File: config.mk
export PLATFORM = sky130hd
export DESIGN_NAME = half_sub
export DESIGN_NICKNAME = d
export VERILOG_FILES = /design/src/rtl/half_sub_pkg.sv /design/src/rtl/half_sub_cell.sv /design/src/rtl/half_sub.sv
export SDC_FILE = /design/constraint.sdc
export NUM_CORES = 1
export LEC_CHECK = 0
export ABC_AREA = 1
export ABC_CLOCK_PERIOD_IN_PS = 800
export CORE_AREA = 2 2 39 41
export DETAILED_ROUTE_END_ITERATION = 7
export DIE_AREA = 0 0 41 43
export PLACE_DENSITY = 0.51
export SYNTH_ARGS = -nofsm -noshare
export SYNTH_HDL_FRONTEND = slang
export SYNTH_SLANG_ARGS = --single-unit
File: constraint.sdc
create_clock -name clk -period 0.8 [get_ports clk]
set_clock_uncertainty 0.2 [all_clocks]
set_input_delay 0.12 -clock clk [delete_from_list [all_inputs] [get_ports clk]]
set_output_delay 0.12 -clock clk [all_outputs]
set_load 0.005 [all_outputs]
File: src/rtl/half_sub_pkg.sv
// Shared types and constants for the half-subtractor library.
// Each truth-table constant packs one input combination's result as {diff, borrow}.
package half_sub_pkg;

   typedef enum logic [1:0] {
      HS_DATAFLOW = 2'd0,
      HS_BEHAV    = 2'd1,
      HS_STRUCT   = 2'd2
   } hs_style_e;

   // Indexed by the input pair {a, b}.
   localparam logic [1:0] HS_TT_00 = 2'b00;
   localparam logic [1:0] HS_TT_01 = 2'b11;
   localparam logic [1:0] HS_TT_10 = 2'b10;
   localparam logic [1:0] HS_TT_11 = 2'b00;

endpackage : half_sub_pkg

File: src/rtl/half_sub_cell.sv
// One combinational half-subtractor lane, built in the style chosen by STYLE.
// All three styles must produce identical results; half_sub compares them.
module half_sub_cell
   import half_sub_pkg::*;
#(
   parameter hs_style_e STYLE = HS_DATAFLOW
) (
   input  logic a,
   input  logic b,
   output logic diff,
   output logic borrow
);

   generate
      if (STYLE == HS_DATAFLOW) begin : g_dataflow
         assign diff   = a ^ b;
         assign borrow = ~a & b;
      end else if (STYLE == HS_BEHAV) begin : g_behav
         logic [1:0] res;

         // NOTE: the default arm assigns res on every path, so no latch is inferred.
         always_comb begin
            case ({a, b})
               2'b00:   res = HS_TT_00;
               2'b01:   res = HS_TT_01;
               2'b10:   res = HS_TT_10;
               2'b11:   res = HS_TT_11;
               default: res = 2'b00;
            endcase
         end

         assign diff   = res[1];
         assign borrow = res[0];
      end else begin : g_struct
         wire a_n;
         wire st_diff;
         wire st_borrow;

         xor u_xor (st_diff, a, b);
         not u_not (a_n, a);
         and u_and (st_borrow, a_n, b);

         assign diff   = st_diff;
         assign borrow = st_borrow;
      end
   endgenerate

endmodule : half_sub_cell

File: src/rtl/half_sub.sv
// Registered, lane-parallel half subtractor with a three-way self-check per lane.
// The dataflow result is registered; behavioural and structural copies only feed the check.
module half_sub
   import half_sub_pkg::*;
#(
   parameter int WIDTH = 1
) (
   input  logic             clk,
   input  logic             rst,
   input  logic             in_valid,
   input  logic [WIDTH-1:0] a,
   input  logic [WIDTH-1:0] b,
   output logic             out_valid,
   output logic [WIDTH-1:0] diff,
   output logic [WIDTH-1:0] borrow,
   output logic             mismatch,
   output logic             err_sticky
);

   logic [WIDTH-1:0] diff_df;
   logic [WIDTH-1:0] borrow_df;
   logic [WIDTH-1:0] diff_bh;
   logic [WIDTH-1:0] borrow_bh;
   logic [WIDTH-1:0] diff_st;
   logic [WIDTH-1:0] borrow_st;
   logic             mismatch_next;

   genvar i;
   generate
      for (i = 0; i < WIDTH; i++) begin : g_lane
         half_sub_cell #(.STYLE(HS_DATAFLOW)) u_df (
            .a      (a[i]),
            .b      (b[i]),
            .diff   (diff_df[i]),
            .borrow (borrow_df[i])
         );

         half_sub_cell #(.STYLE(HS_BEHAV)) u_bh (
            .a      (a[i]),
            .b      (b[i]),
            .diff   (diff_bh[i]),
            .borrow (borrow_bh[i])
         );

         half_sub_cell #(.STYLE(HS_STRUCT)) u_st (
            .a      (a[i]),
            .b      (b[i]),
            .diff   (diff_st[i]),
            .borrow (borrow_st[i])
         );
      end
   endgenerate

   // Only a sampled input can be judged; idle cycles never flag.
   assign mismatch_next = in_valid &
                          (({diff_df, borrow_df} != {diff_bh, borrow_bh}) |
                           ({diff_df, borrow_df} != {diff_st, borrow_st}));

   // NOTE: sequential state uses non-blocking assignments so every register
   // samples pre-edge values regardless of statement order.
   always_ff @(posedge clk) begin
      if (rst) begin
         out_valid  <= 1'b0;
         diff       <= '0;
         borrow     <= '0;
         mismatch   <= 1'b0;
         err_sticky <= 1'b0;
      end else begin
         out_valid  <= in_valid;
         mismatch   <= mismatch_next;
         err_sticky <= err_sticky | mismatch_next;
         // Results hold through bubbles so downstream sees a stable last value.
         if (in_valid) begin
            diff   <= diff_df;
            borrow <= borrow_df;
         end
      end
   end

endmodule : half_sub

==> impl_results.md <==
* Area share of the largest cell type after synthesis at 0.468
* Final setup viols at 5
* Pwr Total at approximately 660 uW
* Crit path max fanout at 2
* Reg2reg setup slack at about 30 ps
* Final Slew Violations at 0
* Synth warn at 0
* Drt drc at 0
* Total Routing Usage GR at 0.0622
* CP endpoint: borrow
* DR WL/cell at a little under 7 um
* Crit path capture type: output pin
* PD cells at roughly 1800 nW/um^2
* Critical path depth in cells at 1
* Gr ovfl total at 0
* DP HPWL at 307 um
* Synthesized area per cell at 8.23 sq um
* Period utilization at 1.23
* Final wirelength at about 380 um
* Switching Share at 0.233
* Clock power share at 0.437
* Synth-to-layout area growth at 66.1%
* Vias in the first global route at 173
* Initial antenna violation count at 0
* Setup crit start kind: register
* Maxcap violations at 0
* Initial detailed-routing violation count at 0
* Drt pass-1 iters at 1
* Fin. Hold Viols at 0
* I/O pins at 10
* R2r endpoint: borrow
* Share of layout cells above drive strength 1 at 0.538
* Crit path launch: borrow
* #FFs+latches synth at 5
* Worst Setup Path Type: reg2out
* First-pass GRT wire length at 662 um
* ANT cells at 0
* Max incr delay on CP at about 310 ps
* Die Wd at between 40 and 50 um
* Distinct cells, synth at 10
* Failing checks: setup timing
* Core ar. at 1380 sq um
* Comb pwr share at 0.144
* Clock root buffer: clkbuf_4
* CP max-delay cell: dfxtp_2
* Reg clk slew, reported paths at 40 ps
* Dpl ws at -631 ps
* Net Switching at about 150 uW
* Bufs on Longest Clock Path at 2
* Nets at between 40 and 50
* Status: complete, but fails checks
* Flop pwr share at 0.420
* Die H at 43 um
* Largest area contributor in the netlist: dfxtp_1
* CTS tree: yes
* Worst VDD drop at around 0.94 mV
* Die Area at 1760 sq um
* Slew headroom at 0.899
* Largest net degree at the start of global routing at 5
* R2R cell count at 2
* Clock latency on the worst-skew pair at between 200 and 250 ps
* Crit path cell chain: buf_2
* WP data required at ~480 ps
* Setup TNS at -862 ps
* Vias at between 150 and 200
* GP Congestion at between 0.6 and 0.7
* Synth top area cells: dfxtp_1, ha_1, nand2_1
* H-tree Lvls at 1
* Syn_nets at 33
* Hold Crit Class: in2reg
* Minimum clock period at 984 ps
* Peak Freq at 1020 MHz
* Tightest Pin Transition at roughly 150 ps
* Initial core utilization at 0.155
* Syn Std Cell Area at between 200 and 250 sq um
* RSZ-0062 raised after global routing: yes
* CP Buf/Inv Count at 1
* # fillers at approximately 160
* Setup ws final at -184 ps
* Vias/cell at between 3 and 4
* IO buf count at 9
* Cell count after synthesis at 26
* Clock tree sinks at 5
* Number of CTS-inserted buffers at 3
* Post-CTS Hold Buffers at 0
* Worst path top cell family by delay: flip-flops
* Post-DRT Antenna Nets at 0
* FP Rows at 14
* Crit path arrival time at roughly 660 ps
* Seq/Total Area, Yosys at 0.468
* Lkg Pwr at roughly 0.18 nW
* Int Pwr at between 500 and 600 uW
* R2R Path Start: borrow
==> cell type report <==
type                       count  area [sq um]  share of cell area
clock buffer                   4          26.3              0.0739
inverter                       6          30.0              0.0845
multi-input combinational     15           116               0.327
sequential                     5           104               0.292
tap                           16          20.0              0.0563
timing repair buffer           9          58.8               0.165
==> per-stage QoR <==
stage / utilization / instance area, sq um / hold slack, ps / cells
after CTS: 0.252 / 349 / 41.9 / 55
final: 0.257 / 355 / 45.4 / 55
after global routing: 0.257 / 355 / 35.4 / 55
after global placement: 0.258 / 357 / 256 / 51
after floorplan: - / 246 / -7.78 / 26
after detailed placement: 0.258 / 357 / 260 / 51
==> what timing repair did <==
item,4_1_cts,5_1_grt
buffers inserted,0,0
endpoints found under the setup margin,10,6
resized for setup,33,2
pin swaps,0,1
==> flip-flops by register name, summed over array words and instances, names as in the netlist <==
name	count
err_sticky	1
out_valid	1
diff	1
borrow	1
mismatch	1
==> power groups by stage <==
stage	Clock (mW)	Combinational [mW]	Sequential, mW
2_1_floorplan	0	0.0456	0.279
3_3_place_gp	0	0.115	0.278
3_5_place_dp	0	0.116	0.278
4_1_cts	0.301	0.0926	0.275
5_1_grt	0.326	0.109	0.277
6_report	0.287	0.0944	0.276
==> worst min-delay path by stage <==
stage                     from         to  slack, ps  depth (start not counted)
after floorplan            rst  out_valid         -8                          1
after global placement    diff       diff        260                          2
after detailed placement  diff       diff        260                          2
after CTS                  rst  out_valid         40                          2
after global routing       rst  out_valid         40                          2
final                      rst  out_valid         50                          2
==> cells by family (layout without fill, tap and decap cells) <==
| logic type | count (synthesis) | after routing | share of synthesized area |
|---|---|---|---|
| adder cells (fa/ha/maj) | 2 | 2 | 0.117 |
| AND/OR/NAND/NOR | 12 | 12 | 0.287 |
| flip-flops | 5 | 5 | 0.468 |
| AO/OA/AOI/OAI | 1 | 1 | 0.0234 |
| buffers and inverters | 6 | 19 | 0.105 |
==> synthesized netlist by cell type <==
master   count
nor2_1       4
ha_1         2
nand3_2      1
inv_2        2
inv_1        4
nor2_4       1
dfxtp_1      5
nand2_2      1
nand2_1      5
o21ai_0      1
==> metal layers <==
layer,global-route usage,share of wire
met3,0.0785,0.16
met2,0.0781,0.43
met1,0.0611,0.41
met4,0.0200,0
met5,0,0
==> cells in the final DEF (no fill, tap or decap) <==
cell / netlist / routed
buf_2: 0 / 6
inv_2: 2 / 2
inv_1: 4 / 3
clkbuf_4: 0 / 3
nor2_1: 4 / 4
nor2_4: 1 / 1
nand2_1: 5 / 5
clkbuf_1: 0 / 1
nand2_2: 1 / 1
buf_6: 0 / 1
ha_4: 0 / 2
nand3_2: 1 / 1
dfxtp_2: 0 / 3
inv_8: 0 / 1
dfxtp_1: 5 / 2
dlygate4sd2_1: 0 / 2
o21ai_1: 0 / 1
Power figures use the tool's default switching activity.
